--- config.mk ---
export PLATFORM = sky130hd
export DESIGN_NAME = fp_add_arbiter_flat
export DESIGN_NICKNAME = d
export VERILOG_FILES = /design/src/rtl/fp_pkg.sv /design/src/rtl/fp_add_arbiter_if.sv /design/src/rtl/rr_pick.sv /design/src/rtl/fp_add_arbiter.sv /design/src/flat_wrapper.sv
export SDC_FILE = /design/constraint.sdc
export NUM_CORES = 1
export LEC_CHECK = 0
export CAP_MARGIN = 30
export CORE_AREA = 4 4 154 156
export CTS_BUF_LIST = sky130_fd_sc_hd__clkbuf_2
export CTS_CLUSTER_SIZE = 24
export DETAILED_ROUTE_END_ITERATION = 6
export DIE_AREA = 0 0 158 160
export DONT_BUFFER_PORTS = 1
export GPL_ROUTABILITY_DRIVEN = 0
export GPL_TIMING_DRIVEN = 0
export HOLD_SLACK_MARGIN = 0.05
export PLACE_DENSITY = 0.47
export SETUP_SLACK_MARGIN = 0.4
export SLEW_MARGIN = 20
export SYNTH_ARGS = -nofsm -noshare
export SYNTH_HDL_FRONTEND = slang
export SYNTH_SLANG_ARGS = --single-unit
--- constraint.sdc ---
create_clock -name clk -period 6.9 [get_ports clk]
set_clock_uncertainty 0.1 [all_clocks]
set_input_delay 0.345 -clock clk [delete_from_list [all_inputs] [get_ports clk]]
set_output_delay 0.345 -clock clk [all_outputs]
set_load 0.1 [all_outputs]
--- src/rtl/fp_pkg.sv ---
`default_nettype none
// ----------------------------------------------------------------------------
// fp_pkg - widths, constants and scheduler states shared by the fp adder arbiter.
// Revision: 1.0
// ----------------------------------------------------------------------------
package fp_pkg;

    localparam int              FP_W    = 32;
    localparam logic [FP_W-1:0] FP_QNAN = 32'h7FC0_0000;

    typedef enum logic [1:0] {
        IDLE  = 2'd0,
        ISSUE = 2'd1,
        WAIT  = 2'd2,
        RESP  = 2'd3
    } state_e;

endpackage
`default_nettype wire

--- src/rtl/fp_add_arbiter_if.sv ---
`default_nettype none
// ----------------------------------------------------------------------------
// fp_add_arbiter_if - requester handshakes plus the start/done link to the adder.
// Revision: 1.0
// ----------------------------------------------------------------------------
interface fp_add_arbiter_if #(
    parameter int NUM_REQ = 4
);
    import fp_pkg::*;

    logic [NUM_REQ-1:0]      req_valid;
    logic [FP_W*NUM_REQ-1:0] req_a;
    logic [FP_W*NUM_REQ-1:0] req_b;
    logic [NUM_REQ-1:0]      req_ready;
    logic [NUM_REQ-1:0]      resp_valid;
    logic [FP_W-1:0]         resp_data;
    logic                    resp_err;
    logic [NUM_REQ-1:0]      resp_ready;
    logic                    add_start;
    logic [FP_W-1:0]         add_a;
    logic [FP_W-1:0]         add_b;
    logic                    add_done;
    logic [FP_W-1:0]         add_sum;

    // master: the arbiter; slave: the requesters and adder surrounding it
    modport master (
        input  req_valid, req_a, req_b, resp_ready, add_done, add_sum,
        output req_ready, resp_valid, resp_data, resp_err, add_start, add_a, add_b
    );

    modport slave (
        output req_valid, req_a, req_b, resp_ready, add_done, add_sum,
        input  req_ready, resp_valid, resp_data, resp_err, add_start, add_a, add_b
    );

endinterface
`default_nettype wire

--- src/rtl/rr_pick.sv ---
`default_nettype none
// ----------------------------------------------------------------------------
// rr_pick - combinational round-robin pick: first set request at or above ptr, wrapping.
// Revision: 1.0
// ----------------------------------------------------------------------------
module rr_pick #(
    parameter  int NUM_REQ = 4,
    localparam int IDX_W   = $clog2(NUM_REQ)
) (
    input  logic [NUM_REQ-1:0] req_i,
    input  logic [IDX_W-1:0]   ptr_i,
    output logic [NUM_REQ-1:0] grant_o,
    output logic [IDX_W-1:0]   idx_o
);
    localparam int SUM_W = IDX_W + 1;

    always_comb begin
        logic [SUM_W-1:0] pos;
        logic             found;
        grant_o = '0;
        idx_o   = '0;
        found   = 1'b0;
        pos     = '0;
        for (int k = 0; k < NUM_REQ; k++) begin
            // ptr + k is below 2*NUM_REQ, so one conditional subtract is the modulo
            pos = {1'b0, ptr_i} + SUM_W'(k);
            if (pos >= SUM_W'(NUM_REQ)) begin
                pos = pos - SUM_W'(NUM_REQ);
            end
            if (!found && req_i[pos[IDX_W-1:0]]) begin
                found                    = 1'b1;
                grant_o[pos[IDX_W-1:0]] = 1'b1;
                idx_o                    = pos[IDX_W-1:0];
            end
        end
    end

endmodule
`default_nettype wire

--- src/rtl/fp_add_arbiter.sv ---
`default_nettype none
// ----------------------------------------------------------------------------
// fp_add_arbiter - round-robin sharing of one multi-cycle fp adder, with timeout recovery.
// Revision: 1.0
// ----------------------------------------------------------------------------
module fp_add_arbiter
    import fp_pkg::*;
#(
    parameter int NUM_REQ = 4,
    parameter int TIMEOUT = 15
) (
    input  logic             clk,
    input  logic             reset,
    fp_add_arbiter_if.master bus
);
    localparam int               IDX_W    = $clog2(NUM_REQ);
    localparam int               CNT_W    = $clog2(TIMEOUT + 1);
    localparam logic [IDX_W-1:0] LAST_IDX = IDX_W'(NUM_REQ - 1);

    state_e             state_q, state_d;
    logic [IDX_W-1:0]   rr_ptr_q, rr_ptr_d;
    logic [IDX_W-1:0]   gidx_q, gidx_d;
    logic [CNT_W-1:0]   cnt_q, cnt_d;
    logic [FP_W-1:0]    add_a_q, add_a_d;
    logic [FP_W-1:0]    add_b_q, add_b_d;
    logic               add_start_q, add_start_d;
    logic [NUM_REQ-1:0] resp_valid_q, resp_valid_d;
    logic [FP_W-1:0]    resp_data_q, resp_data_d;
    logic               resp_err_q, resp_err_d;

    logic [NUM_REQ-1:0] pick_grant;
    logic [IDX_W-1:0]   pick_idx;

    rr_pick #(.NUM_REQ(NUM_REQ)) u_pick (
        .req_i   (bus.req_valid),
        .ptr_i   (rr_ptr_q),
        .grant_o (pick_grant),
        .idx_o   (pick_idx)
    );

    // Nothing is offered while reset is held, even though the state already reads IDLE.
    assign bus.req_ready  = (state_q == IDLE && !reset) ? pick_grant : '0;
    assign bus.resp_valid = resp_valid_q;
    assign bus.resp_data  = resp_data_q;
    assign bus.resp_err   = resp_err_q;
    assign bus.add_start  = add_start_q;
    assign bus.add_a      = add_a_q;
    assign bus.add_b      = add_b_q;

    always_comb begin
        state_d      = state_q;
        rr_ptr_d     = rr_ptr_q;
        gidx_d       = gidx_q;
        cnt_d        = cnt_q;
        add_a_d      = add_a_q;
        add_b_d      = add_b_q;
        add_start_d  = 1'b0;
        resp_valid_d = resp_valid_q;
        resp_data_d  = resp_data_q;
        resp_err_d   = resp_err_q;
        case (state_q)
            IDLE: begin
                if (|pick_grant) begin
                    add_a_d     = bus.req_a[pick_idx*FP_W +: FP_W];
                    add_b_d     = bus.req_b[pick_idx*FP_W +: FP_W];
                    gidx_d      = pick_idx;
                    add_start_d = 1'b1;
                    state_d     = ISSUE;
                end
            end
            ISSUE: begin
                cnt_d   = '0;
                state_d = WAIT;
            end
            WAIT: begin
                // a done arriving on the final counted cycle still wins over the timeout
                if (bus.add_done) begin
                    resp_data_d          = bus.add_sum;
                    resp_err_d           = 1'b0;
                    resp_valid_d         = '0;
                    resp_valid_d[gidx_q] = 1'b1;
                    state_d              = RESP;
                end else if (cnt_q == CNT_W'(TIMEOUT)) begin
                    resp_data_d          = FP_QNAN;
                    resp_err_d           = 1'b1;
                    resp_valid_d         = '0;
                    resp_valid_d[gidx_q] = 1'b1;
                    state_d              = RESP;
                end else begin
                    cnt_d = cnt_q + 1'b1;
                end
            end
            RESP: begin
                if (bus.resp_ready[gidx_q]) begin
                    resp_valid_d = '0;
                    rr_ptr_d     = (gidx_q == LAST_IDX) ? '0 : gidx_q + 1'b1;
                    state_d      = IDLE;
                end
            end
            default: state_d = IDLE;
        endcase
    end

    always_ff @(posedge clk or posedge reset) begin
        if (reset) begin
            state_q      <= IDLE;
            rr_ptr_q     <= '0;
            gidx_q       <= '0;
            cnt_q        <= '0;
            add_a_q      <= '0;
            add_b_q      <= '0;
            add_start_q  <= 1'b0;
            resp_valid_q <= '0;
            resp_data_q  <= '0;
            resp_err_q   <= 1'b0;
        end else begin
            state_q      <= state_d;
            rr_ptr_q     <= rr_ptr_d;
            gidx_q       <= gidx_d;
            cnt_q        <= cnt_d;
            add_a_q      <= add_a_d;
            add_b_q      <= add_b_d;
            add_start_q  <= add_start_d;
            resp_valid_q <= resp_valid_d;
            resp_data_q  <= resp_data_d;
            resp_err_q   <= resp_err_d;
        end
    end

endmodule
`default_nettype wire

--- src/flat_wrapper.sv ---
// flat-port wrapper written by rule: the top's interface ports become plain ports
module fp_add_arbiter_flat import fp_pkg::*;
#(
    parameter int NUM_REQ = 4,
    parameter int TIMEOUT = 15
)
  (clk, reset, bus_req_valid, bus_req_a, bus_req_b, bus_resp_ready, bus_add_done, bus_add_sum, bus_req_ready, bus_resp_valid, bus_resp_data, bus_resp_err, bus_add_start, bus_add_a, bus_add_b);
  fp_add_arbiter_if #(.NUM_REQ(NUM_REQ)) bus_i ();
  input  logic clk;
  input  logic reset;
  input wire logic [$bits(bus_i.req_valid)-1:0] bus_req_valid;
  input wire logic [$bits(bus_i.req_a)-1:0] bus_req_a;
  input wire logic [$bits(bus_i.req_b)-1:0] bus_req_b;
  input wire logic [$bits(bus_i.resp_ready)-1:0] bus_resp_ready;
  input wire logic [$bits(bus_i.add_done)-1:0] bus_add_done;
  input wire logic [$bits(bus_i.add_sum)-1:0] bus_add_sum;
  output wire logic [$bits(bus_i.req_ready)-1:0] bus_req_ready;
  output wire logic [$bits(bus_i.resp_valid)-1:0] bus_resp_valid;
  output wire logic [$bits(bus_i.resp_data)-1:0] bus_resp_data;
  output wire logic [$bits(bus_i.resp_err)-1:0] bus_resp_err;
  output wire logic [$bits(bus_i.add_start)-1:0] bus_add_start;
  output wire logic [$bits(bus_i.add_a)-1:0] bus_add_a;
  output wire logic [$bits(bus_i.add_b)-1:0] bus_add_b;
  assign bus_i.req_valid = bus_req_valid;
  assign bus_i.req_a = bus_req_a;
  assign bus_i.req_b = bus_req_b;
  assign bus_i.resp_ready = bus_resp_ready;
  assign bus_i.add_done = bus_add_done;
  assign bus_i.add_sum = bus_add_sum;
  assign bus_req_ready = bus_i.req_ready;
  assign bus_resp_valid = bus_i.resp_valid;
  assign bus_resp_data = bus_i.resp_data;
  assign bus_resp_err = bus_i.resp_err;
  assign bus_add_start = bus_i.add_start;
  assign bus_add_a = bus_i.add_a;
  assign bus_add_b = bus_i.add_b;
  fp_add_arbiter #(.NUM_REQ(NUM_REQ), .TIMEOUT(TIMEOUT)) u_core (.clk(clk), .reset(reset), .bus(bus_i));
endmodule
==> results of run 1 <==
==> synthesized netlist by cell type, drive strengths merged (3+ instances only) <==
cell type	number	area share
clkbuf	10	0.0056
nand2	86	0.044
dfrtp	112	0.38
buf	36	0.043
ha	16	0.027
nand3	4	0.0027
inv	15	0.0077
mux4	5	0.015
nor3b	5	0.0051
mux2	68	0.13
a22o	24	0.029
a21oi	7	0.0048
a21o	6	0.0061
o22ai	4	0.0034
o21ai	80	0.080
mux2i	131	0.18
o22a	9	0.011
nor2	8	0.0041
a22oi	4	0.0041
nor2b	3	0.0026
==> metrics by stage <==
stage                util  area (sq um)  instances  setup slack, ps  hold slack, ps
detailed placement  0.348          7790        934             2520             258
global placement    0.344          7690        930              529             373
floorplan               -          7330        645             1790             371
==> cells by family after synthesis <==
group | count (synthesis)
buf+inv | 61
mux | 204
xor+xnor | 1
simple gates | 112
flops | 112
compound gates | 139
fa+ha+maj | 16
==> results.md, run 1 <==
- Root Buffer: clkbuf_2
- Syn Inst Count: 645
- Main flop type after synthesis: dfrtp_1
- Post-Synth XOR/XNOR Area: 0.00119
- Err: [ERROR RSZ-0060] Max buffer count reached.
- Status: aborted with a tool error
- Syn nets: 960
- #FFs+latches synth: 112
- Yosys warns: 0
- Post-synthesis adder-cell area fraction: 0.0273
- Die Width: 158 microns
- EDFF count, synth: 0
- Post-synthesis sequential area ratio: 0.382
- Setup Buffers After CTS: 0
- IO Count: 405
- Largest family of logic cells by synthesized area: multiplexers
- Die height: 160 microns
- Avg Cell Area, Syn: 11.4 sq um
- Synthesized area: 0.00733 sq mm
- CTS Buffer Depth: 2
- Resize count post-CTS: 0
- Clk sinks: 112
- Failed at: 4_1_cts
- Post-synth ARST share: 1.00
- # hold bufs at CTS: 191
- Buffers on Ports: 0
- Synth cell types: 37
- Post-Synth Simple-Gate Area: 0.0660
- Mux cell area share after synthesis: 0.324
- Site Rows: 55
- Hpwl dp: 19200 microns
- Htree depth: 3
- Starting Density: 0.328
- Compound-Gate Fraction of Synth Area: 0.143
- Num CTS Buffers: 9
==> run 2, diff against run 1 <==
--- a/config.mk
+++ b/config.mk
@@ -6,17 +6,13 @@
 export NUM_CORES = 1
 export LEC_CHECK = 0
 export CAP_MARGIN = 30
-export CORE_AREA = 4 4 154 156
-export CTS_BUF_LIST = sky130_fd_sc_hd__clkbuf_2
-export CTS_CLUSTER_SIZE = 24
+export CORE_AREA = 4 4 153 155
 export DETAILED_ROUTE_END_ITERATION = 6
-export DIE_AREA = 0 0 158 160
+export DIE_AREA = 0 0 157 159
 export DONT_BUFFER_PORTS = 1
 export GPL_ROUTABILITY_DRIVEN = 0
 export GPL_TIMING_DRIVEN = 0
-export HOLD_SLACK_MARGIN = 0.05
-export PLACE_DENSITY = 0.47
-export SETUP_SLACK_MARGIN = 0.4
+export PLACE_DENSITY_LB_ADDON = 0.15
 export SLEW_MARGIN = 20
 export SYNTH_ARGS = -nofsm -noshare
 export SYNTH_HDL_FRONTEND = slang
==> run 2 against run 1 <==
The flow now finishes without violations. Synthesized cell count unchanged. Area after synthesis unchanged.
==> results.md, run 2 <==
- IO Count: 405
- Pre-antenna DRT Iters: 5
- CTS tree: built
- Buffers on Ports: 0
- Tightest Pin Transition: 1010 ps
- Max Cap Viol: 0
- Syn Inst Count: 645
- Final setup vio count: 0
- Syn nets: 960
- M1 WL: 7820 microns
- Leading area contributor after synthesis: dfrtp_1
- Die area: 0.0250 sq mm
- Synth top area cells: dfrtp_1 (38%), mux2i_1 (18%), mux2_4 (10%), o21ai_2 (6.0%), nand2_1 (4.4%)
- Register area: 0.00280 sq mm
- Max layer used: met5
- Rel. slew slack: 0.327
- Drt via density: 5.38
- R2R Setup Slk: 2620 ps
- Vias in the first global route: 5696
- Core Footprint: 0.0218 sq mm
- EDFF count, synth: 0
- Ranking of synthesized cells by instance count: mux2i_1 (131), dfrtp_1 (112), nand2_1 (86), o21ai_2 (50), mux2_4 (49)
- Req. time, crit path: 7080 ps
- Peak per-stage delay on the critical path: 510 ps
- Site Rows: 54
- Multi-input gate area: 0.00416 sq mm
- Synth top area share: 0.382
- Fin crit share: 0.620
- Reg2reg start: u_core.rr_ptr_q[0]$_DFFE_PP0P_
- CP startpoint: u_core.rr_ptr_q[0]$_DFFE_PP0P_
- Num CTS Buffers: 9
- Synth cell types: 37
- WP data arrival: 4450 ps
- Startpoint Class: flip-flop
- Drt drc: 0
- Total grt overflow: 0
- Path depth of the worst reg2reg path: 14
- Setup CP Type: flip-flop to flip-flop
- Most common cell in the netlist: mux2i_1
- Most common cell after layout, fill and taps aside: mux2i_1
- Most frequent cells in the layout: mux2i_1 (131), dfrtp_1 (112), nand2_1 (86)
- Post-route minimum period: 4280 ps
- Post-route ant nets: 0
- Top fanout value on the critical path: 10
- #FFs+latches synth: 112
- RSZ-0062 raised after global routing: no
- Worst flop-to-flop path endpoint: u_core.bus.add_b[22]$_DFFE_PP0P_
- Die height: 159 microns
- Post-DP Area: 0.00777 sq mm
- Clock-pin slew on the worst setup and hold paths: 80 ps
- Root Buffer: clkbuf_16
- Worst Hold Class: input port to flip-flop
- Post-route cell area: 0.00813 sq mm
- CTS Buffer Depth: 2
- Util after Layout: 0.373
- Final slew viol count: 0
- Fraction of final layout cells sized beyond drive strength 1: 0.277
- Clock latency on the worst-skew pair: 350 ps
- First-pass GRT wire length: 34900 microns
- Dpl cells: 927
- Initial DRC count: 152
- Routed WL: 23700 microns
- Met2 wire length: 12900 microns
- Final #Nets: 977
- CP Capture Type: flip-flop
- Via count: 5113
- Mean routed wirelength per cell: 25.0 microns
- Hold Crit Endpoint: u_core.bus.resp_data[27]$_DFFE_PP0P_
- Layout area overhead: 10.9%
- Htree depth: 3
- Hpwl dp: 19300 microns
- Final std cells w/o fill: 950
- Main flop type after synthesis: dfrtp_1
- Top delay family on crit path: buffers and inverters
- Yosys warns: 0
- All-Layer GR Usage: 0.182
- Max Fclk: 234 MHz
- Fillers: 2148
- Crit-path cells: buf_2 > buf_1 > inv_1 > ha_1 > mux4_2 > buf_2 > a21o_1 > o22ai_1 > nand3_1 > o21ai_2 > buf_4 > buf_4 > nand2_1 > o21ai_1
- Initial antenna violation count: 6
- Min-delay src: bus_add_sum[27]
- Largest net degree at the start of global routing: 64
- Met3 Wirelength: 2670 microns
- Synthesized area: 0.00733 sq mm
- Worst Path Buf+Inv: 6
- Starting Density: 0.336
- Critical-path top delay cell: o21ai_2
- Die Width: 157 microns
- Post-synth ARST share: 1.00
- Setup tns final: 0 ps
- Avg Cell Area, Syn: 11.4 sq um
- Status: finished clean
- Clk sinks: 112
- Post-synthesis sequential area ratio: 0.382
- Hold Vio Cnt, Final: 0
- Hold path depth: 1
==> run 2: cell counts after synthesis <==
Identical to the previous run, type by type.
==> run 2: through the flow <==
step,worst slack [ps],hold WS [ps]
2_1_floorplan,1790,371
3_3_place_gp,533,373
3_5_place_dp,2540,188
4_1_cts,2510,0.238
5_1_grt,2240,1.09
6_report,2620,19.4
==> run 2: logic make-up after synthesis <==
| logic type | after synthesis | synth area share |
|---|---|---|
| muxes | 204 | 0.324 |
| AOI/OAI and AO/OA | 139 | 0.143 |
| and+or+nand+nor | 112 | 0.0660 |
| DFF | 112 | 0.382 |
| buffers and inverters | 61 | 0.0561 |
| adders and majority gates | 16 | 0.0273 |
| xor gates and xnor gates | 1 | 0.00119 |
==> run 2: layout make-up <==
class	instances	area share
inverter	15	0.00754
tap	280	0.0431
clock buffer	9	0.0277
multi-input combinational	472	0.511
timing repair buffer	6	0.00938
buffer	46	0.0437
clock inverter	7	0.0123
sequential	112	0.345
antenna	3	0.000923
==> run 2: worst max-delay path by stage <==
stage	to	cells past startpoint
2_1_floorplan	bus_req_ready[0]	3
3_3_place_gp	bus_req_ready[1]	3
3_5_place_dp	u_core.bus.add_a[24]$_DFFE_PP0P_	14
4_1_cts	u_core.bus.add_b[22]$_DFFE_PP0P_	14
5_1_grt	u_core.bus.add_b[22]$_DFFE_PP0P_	14
6_report	u_core.bus.add_b[22]$_DFFE_PP0P_	14
==> run 2: per-layer routing <==
layer / track usage / up-vias
met5: 0 / -
met3: 0.0772 / 28
met2: 0.351 / 270
li1: - / 2367
met1: 0.175 / 2442
met4: 0.0465 / 6
==> run 2: repair_timing <==
| item | 4_1_cts | 5_1_grt |
|---|---|---|
| hold buffers | 3 | 0 |
| gates resized for setup | 0 | 0 |
| endpoints found under the hold margin | 51 | 0 |
| buffers inserted | 0 | 0 |
Power of run 2 is left out: the tool's default activity adds up to more than one toggle a clock period on the data nets, which glitch-free logic cannot reach.
